<file path="src/rtl/seq_divider.sv">
// ---------------------------------------------------------------------------
// seq_divider
// Sequential unsigned restoring divider: a 2n-bit dividend divided by an n-bit
// divisor gives an n-bit quotient and an n-bit remainder, one quotient bit per
// clock. It uses the Start/Finish handshake of the Booth multiplier.
//
// Ports
//   clk        in   1     system clock, rising edge
//   Reset      in   1     asynchronous, active-high reset
//   Start      in   1     level input; an operation launches on its rising edge
//   Dividend   in   2n    unsigned dividend, captured at launch
//   Divisor    in   n     unsigned divisor, captured at launch
//   Finish     out  1     result valid, held until the next launch
//   Quotient   out  n     registered quotient
//   Remainder  out  n     registered remainder
//   Overflow   out  1     quotient does not fit in n bits, or divide by zero
// ---------------------------------------------------------------------------
module seq_divider #(
    parameter int unsigned n = 8
) (
    input  logic             clk,
    input  logic             Reset,
    input  logic             Start,
    input  logic [2*n-1:0]   Dividend,
    input  logic [n-1:0]     Divisor,
    output logic             Finish,
    output logic [n-1:0]     Quotient,
    output logic [n-1:0]     Remainder,
    output logic             Overflow
);

    localparam int unsigned CW = (n > 1) ? $clog2(n) : 1;

    typedef enum logic [1:0] {
        IDLE = 2'd0,
        BUSY = 2'd1,
        DONE = 2'd2
    } state_t;

    state_t          state_q, state_d;
    logic            start_q;
    // Operands were captured on the previous edge; dispatch happens this cycle.
    logic            load_q, load_d;
    logic [n-1:0]    r_q, r_d;
    logic [n-1:0]    q_q, q_d;
    logic [n-1:0]    d_q, d_d;
    logic [CW-1:0]   cnt_q, cnt_d;
    logic            fin_q, fin_d;
    logic [n-1:0]    quot_q, quot_d;
    logic [n-1:0]    rem_q, rem_d;
    logic            ovf_q, ovf_d;

    logic            launch_c;
    logic [n:0]      r_sh_c;
    logic            ge_c;
    logic [n-1:0]    r_nx_c;
    logic [n-1:0]    q_nx_c;

    assign Finish    = fin_q;
    assign Quotient  = quot_q;
    assign Remainder = rem_q;
    assign Overflow  = ovf_q;

    // State and datapath registers
    always_ff @(posedge clk or posedge Reset) begin
        if (Reset) begin
            state_q <= IDLE;
            start_q <= 1'b0;
            load_q  <= 1'b0;
            r_q     <= '0;
            q_q     <= '0;
            d_q     <= '0;
            cnt_q   <= '0;
            fin_q   <= 1'b0;
            quot_q  <= '0;
            rem_q   <= '0;
            ovf_q   <= 1'b0;
        end else begin
            state_q <= state_d;
            start_q <= Start;
            load_q  <= load_d;
            r_q     <= r_d;
            q_q     <= q_d;
            d_q     <= d_d;
            cnt_q   <= cnt_d;
            fin_q   <= fin_d;
            quot_q  <= quot_d;
            rem_q   <= rem_d;
            ovf_q   <= ovf_d;
        end
    end

    // Next-state, datapath step and output logic
    always_comb begin
        state_d  = state_q;
        load_d   = 1'b0;
        r_d      = r_q;
        q_d      = q_q;
        d_d      = d_q;
        cnt_d    = cnt_q;
        fin_d    = fin_q;
        quot_d   = quot_q;
        rem_d    = rem_q;
        ovf_d    = ovf_q;

        launch_c = Start & ~start_q;

        // One restoring step: shift {R,Q} left, trial-subtract D. R < D holds
        // before the shift, so the shifted R needs only one extra bit and the
        // difference always fits back into n bits.
        r_sh_c   = {r_q, q_q[n-1]};
        ge_c     = (r_sh_c >= {1'b0, d_q});
        r_nx_c   = ge_c ? (r_sh_c[n-1:0] - d_q) : r_sh_c[n-1:0];
        q_nx_c   = {q_q[n-2:0], ge_c};

        case (state_q)
            IDLE, DONE: begin
                if (launch_c) begin
                    r_d    = Dividend[2*n-1:n];
                    q_d    = Dividend[n-1:0];
                    d_d    = Divisor;
                    load_d = 1'b1;
                    fin_d  = 1'b0;
                    ovf_d  = 1'b0;
                end else if (load_q) begin
                    // High half >= divisor means the quotient needs > n bits.
                    if ((d_q == '0) || (r_q >= d_q)) begin
                        state_d = DONE;
                        fin_d   = 1'b1;
                        ovf_d   = 1'b1;
                        quot_d  = '1;
                        rem_d   = '0;
                    end else begin
                        state_d = BUSY;
                        cnt_d   = '0;
                    end
                end
            end
            BUSY: begin
                r_d   = r_nx_c;
                q_d   = q_nx_c;
                cnt_d = cnt_q + CW'(1);
                if (cnt_q == CW'(n - 1)) begin
                    state_d = DONE;
                    fin_d   = 1'b1;
                    quot_d  = q_nx_c;
                    rem_d   = r_nx_c;
                end
            end
            default: begin
                state_d = IDLE;
            end
        endcase
    end

endmodule

</file>
<file path="config.mk">
export PLATFORM = sky130hd
export DESIGN_NAME = seq_divider
export DESIGN_NICKNAME = d
export VERILOG_FILES = /design/src/rtl/seq_divider.sv
export SDC_FILE = /design/constraint.sdc
export NUM_CORES = 1
export LEC_CHECK = 0
export ABC_AREA = 0
export CORE_MARGIN = 2
export CORE_UTILIZATION = 35
export DETAILED_ROUTE_END_ITERATION = 8
export GPL_ROUTABILITY_DRIVEN = 0
export GPL_TIMING_DRIVEN = 0
export PLACE_DENSITY = 0.65
export SYNTH_ARGS = -nofsm -noshare
export SYNTH_HDL_FRONTEND = slang
export SYNTH_SLANG_ARGS = --single-unit
</file>
<file path="constraint.sdc">
create_clock -name clk -period 5.6 [get_ports clk]
set_input_delay 0.84 -clock clk [delete_from_list [all_inputs] [get_ports clk]]
set_output_delay 0.84 -clock clk [all_outputs]
set_load 0.02 [all_outputs]
</file>
Yosys cells after proc, flatten, opt, wreduce, memory -nomap -nowiden
Index checks and enable logic that the tools add are counted.
{ "word_totals": {"elab_cells": 73, "out_inout_bits": 18, "register_bits": 49, "input_bits": 27} }
{ "classes": {"muxes": 31, "magnitude_cmp": 2, "add_sub_neg": 2, "n_eq_ne": 11, "bitwise": 2, "reduce_logical": 14} }
{ "op_table": {"columns": ["cell", "n"], "rows": [
  ["two-way mux 8 bit", 11],
  ["one-hot mux 8 bit (2 select lines)", 4],
  ["inequality test 2 bit, second input constant", 6],
  [">= comparator 9 x 8 -> 1 bit", 1],
  ["two-way mux 3 bit", 3],
  [">= comparator 8 bit", 1],
  ["zero test 8 bit", 1],
  ["two-way mux 2 bit", 4],
  ["AND reduction 4 bit", 2],
  ["subtractor 8 bit", 1],
  ["two-way mux 1 bit", 6],
  ["inequality test 3 bit, second input constant", 2],
  ["one-hot mux 3 bit (2 select lines)", 1],
  ["AND reduction 3 bit", 2],
  ["nonzero test 2 bit", 3],
  ["AND reduction 5 bit", 1],
  ["one-hot mux 2 bit (2 select lines)", 1],
  ["AND reduction 2 bit", 2],
  ["adder 3 x 1 -> 3 bit, second input constant", 1],
  ["== test 3 bit, second input constant", 1],
  ["== test 2 x 1 -> 1 bit, second input constant", 1],
  ["== test 2 bit, second input constant", 1],
  ["zero test 2 bit", 1],
  ["one-hot mux 1 bit (2 select lines)", 1],
  ["4 further kinds", 4]
]} }

Depth between registers and ports, before layout
{ "logic_depth": {"word_depth": 6, "depth_mapped": 10, "ltp_nobuf": 10} }

Worst setup path before layout
OpenSTA, ideal clock, no wires.
{ "synth_path": {"path_kind": "register -> register", "start": "register r_q[5]", "end": "register r_q[0]", "required_ns": 5.527, "path_stages_with_launch": 8, "setup_ns": 0.073, "arrival_ns": 2.032, "setup_slack_ns": 3.495, "path_cell_list": "dfrtp_1 ha_1 a21o_1 a2111oi_2 o21a_1 buf_6 mux2_4 a21oi_2"} }
{ "synth_between": {"elab_chain_cells": 3} }
{ "synth_rtl": {"columns": ["element", "line_no", "source"], "rows": [
  ["start, declared", "44", "logic [n-1:0] r_q, r_d;"],
  ["start signal, assigned", "82", "r_q <= r_d;"],
  [">= comparator 9 x 8 -> 1 bit", "112", "ge_c = (r_sh_c >= {1'b0, d_q});"],
  ["two-way mux 8 bit", "113", "r_nx_c = ge_c ? (r_sh_c[n-1:0] - d_q) : r_sh_c[n-1:0];"],
  ["one-hot mux 8 bit (2 select lines)", "116", "case (state_q)"]
]} }
No other way between the ends.
A chain may end at the register's enable or synchronous reset.

Worst setup path after layout
{ "layout_path": {"start": "input Start", "end": "register d_q[4]"} }
{ "layout_between": {"elab_chain_cells": 2} }
{ "layout_rtl": {"columns": ["element", "line_no", "source"], "rows": [
  ["start, declared", "23", "input logic Start,"],
  ["AND 1 bit", "106", "launch_c = Start & ~start_q;"],
  ["AND reduction 2 bit (no source line)", null, null],
  ["end signal, assigned", "72", "d_q <= '0;"],
  ["end signal, assigned", "84", "d_q <= d_d;"],
  ["end, declared", "46", "logic [n-1:0] d_q, d_d;"]
]} }
No other way between the ends.

==> flow_summary.toml <==
[sta]
setup_violations = 0
slew_viol_final = 0
period_needed_ps = 2470
relSlewSlack_pct = 65.9
fin_crit_sh_pct = 44.1
finalHoldViolations = 0
max_freq_ghz = 0.405
timing.setup.tns_ps = 0
tightest_slew_ps = 512
skew_ps = 2.63
rsz0062_at_grt = "false"

[layout]
fin_area_um2 = 3330
area_growth_pct = 26.7
finalNetCount = 383
fillers = 740
n_antenna_cell = 0
utilization_pct = 45.9
seqCellArea_um2 = 1230
drive_gt1_share_pct = 7.69
multi_input_area_um2 = 1290

[yosys]
synth_area_um2 = 2630
yosysMostFrequentCell = "nand2_1"
synth_edf_count = 0
yosys-top-cells-area = "dfrtp_1 47%, ha_1 8.6%, nand2_1 8.1%, o21ai_0 4.0%, a21oi_1 3.6%"
ys.flop_type = "dfrtp_1"
yosysTopAreaCellShare_pct = 46.7
async_flop_share_pct = 100
ys_ff_latch = 49
yosysSeqAreaShare_pct = 46.7
ys_warn_count = 0
synth_top_area_cell = "dfrtp_1"
syn_area_per_cell_um2 = 9.21
syn_inst = 285
synth_cell_types = 40
syn_nets = 331
synth_commonest_cells = "57 x nand2_1, 49 x dfrtp_1, 21 x nor2_1, 21 x o21ai_0, 19 x a21oi_1"

[clocking]
cts_hold_buf = 0
clkLatencyLatePin_ps = 300
cts_made_buffers = 5
clockBufferDepth = 2
cts-resized-gates = 0
post_cts_buffers = 0
cts.sinks = 49
cts_root_buf = "clkbuf_8"
cts_tree = "done"
htreeDepth = 2
clkSlewWorstSetupHoldPaths_ps = 90

[hold_path]
hp-class = "reg2reg"
whs_path_depth = 2

[grt]
grt_start_max_net_pins = 31
grt_overflow = 0
antenna_found_initial = 0
grt_pass1_wl_mm = 10.2
grt_pass1_vias = 2140
track_usage_pct = 15.3

[run]
cap_viol_max_count = 0

[critical_path]
cp_max_fo = 10
crit_type = "in2reg"
critPathArrivalTime_ps = 2660
crit_path_start_kind = "input pin"
crit_path_end_kind = "flop"
cp.required_ps = 5790
rr_worst_depth = 8

[detailed_routing]
wl_per_cell_um = 13.8
num_vias = 2145
drtIter0Drc = 112
firstDrtPassIters = 4
antenna_left = 0
drc = 0
viasPerCell = 4.91
routed_wl_mm = 6.01

[floorplanning]
dieArea_um2 = 8210
fp.coreArea_um2 = 7250
num_rows = 31
fp.dieW_um = 90.6
die_y_um = 90.6
io_pins = 45
floorplan.initialDensity_pct = 36.2

[placement]
port_buffers = 44
postPlaceCellArea_um2 = 3210
dp_hpwl_mm = 4.61

[power_and_ir_drop]
p_per_area_nw_per_um2 = 623
leakagePower_nw = 1.48
ir_drop_uv = 186

[outcome]
status = "completed"
## sequential cells by signal (all words and copies together), names as in the netlist
signal and cells:
Quotient 8, Finish 1, r_q 8, state_q 2, Remainder 8, d_q 8, Overflow 1, load_q 1
q_q 8, start_q 1, cnt_q 3
## power by group
| part | internal [mW] | switching, mW |
|---|---|---|
| logic | 0.532 | 0.652 |
| registers | 0.510 | 0.115 |
| clock network | 0.146 | 0.118 |
| total | 1.19 | 0.885 |
## cell usage in the layout, fill, tap and decap left out, types with 2 or more instances in the layout
cell type / count
a21oi_2: 2
nor3_1: 3
o21a_1: 3
nor2_1: 21
nand2_1: 57
a31oi_1: 8
and3_1: 9
xnor2_1: 4
a21oi_1: 19
nand2b_1: 8
nor3b_1: 2
nand3_1: 5
mux2i_1: 7
a211o_1: 2
buf_2: 5
dfrtp_1: 49
ha_1: 18
clkbuf_8: 6
a21o_1: 2
nor4_1: 2
o21ai_2: 2
o21ai_0: 21
inv_2: 2
clkbuf_1: 7
inv_1: 11
clkdlybuf4s50_1: 44
o22ai_1: 2
## through the flow
stage / setup WS [ps] / total power [mW] / hold slack [ps] / instances
floorplan: 3500 / 1.46 / 467 / 285
global placement: 2620 / 1.78 / 464 / 428
detailed placement: 2820 / 1.81 / 467 / 429
CTS: 3130 / 2.08 / 487 / 437
global route: 2970 / 2.25 / 509 / 437
finish: 3130 / 2.07 / 481 / 437
## final cells by class
| type | instances | share of cell area [%] |
|---|---|---|
| inverters | 13 | 1.47 |
| clock inverters | 1 | 0.903 |
| multi-input cells | 211 | 38.8 |
| well taps | 99 | 3.72 |
| repair buffers | 45 | 13.8 |
| flip-flops and latches | 49 | 36.9 |
| clock buffers | 7 | 2.59 |
| plain buffers | 12 | 1.77 |
## per-layer routing
| layer | routed length, um | GRT usage (%) | part of all wire, % | vias up |
|---|---|---|---|---|
| met1 | 2910 | 21.1 | 48 | 994 |
| met3 | 323 | 3.51 | 5.4 | 5 |
| met2 | 2700 | 24.0 | 45 | 56 |
| met5 | 0 | 0 | 0 | - |
| li1 | - | - | - | 1090 |
| met4 | 79 | 4.62 | 1.3 | 0 |
## logic make-up after synthesis
group                      count (synthesis)  share of synthesized area [%]
muxes                                      8                           3.24
DFF                                       49                           46.7
AOI/OAI and AO/OA                         68                           16.2
buffers and inverters                     25                           4.10
and+or+nand+nor                          111                           18.8
xor gates and xnor gates                   5                           1.67
adders and majority gates                 19                           9.34
## critical path: stages
cell	delay, ps
clkdlybuf4s50_1	480
nand2b_1	90
or2_2	280
clkbuf_1	230
inv_2	150
buf_2	240
buf_2	240
o21ai_0	100
## worst paths after layout
kind	slack, ps	to	startpoint
min in group asynchronous	850	Overflow	Reset
hold / removal	480	Remainder[6]	Remainder[6]
hold reg to reg	480	Remainder[6]	Remainder[6]
setup reg to reg	3260	Quotient[2]	r_q[5]
max in group asynchronous	4250	d_q[7]	Reset
setup / recovery	3130	d_q[4]	Start
Power figures use the tool's default switching activity.
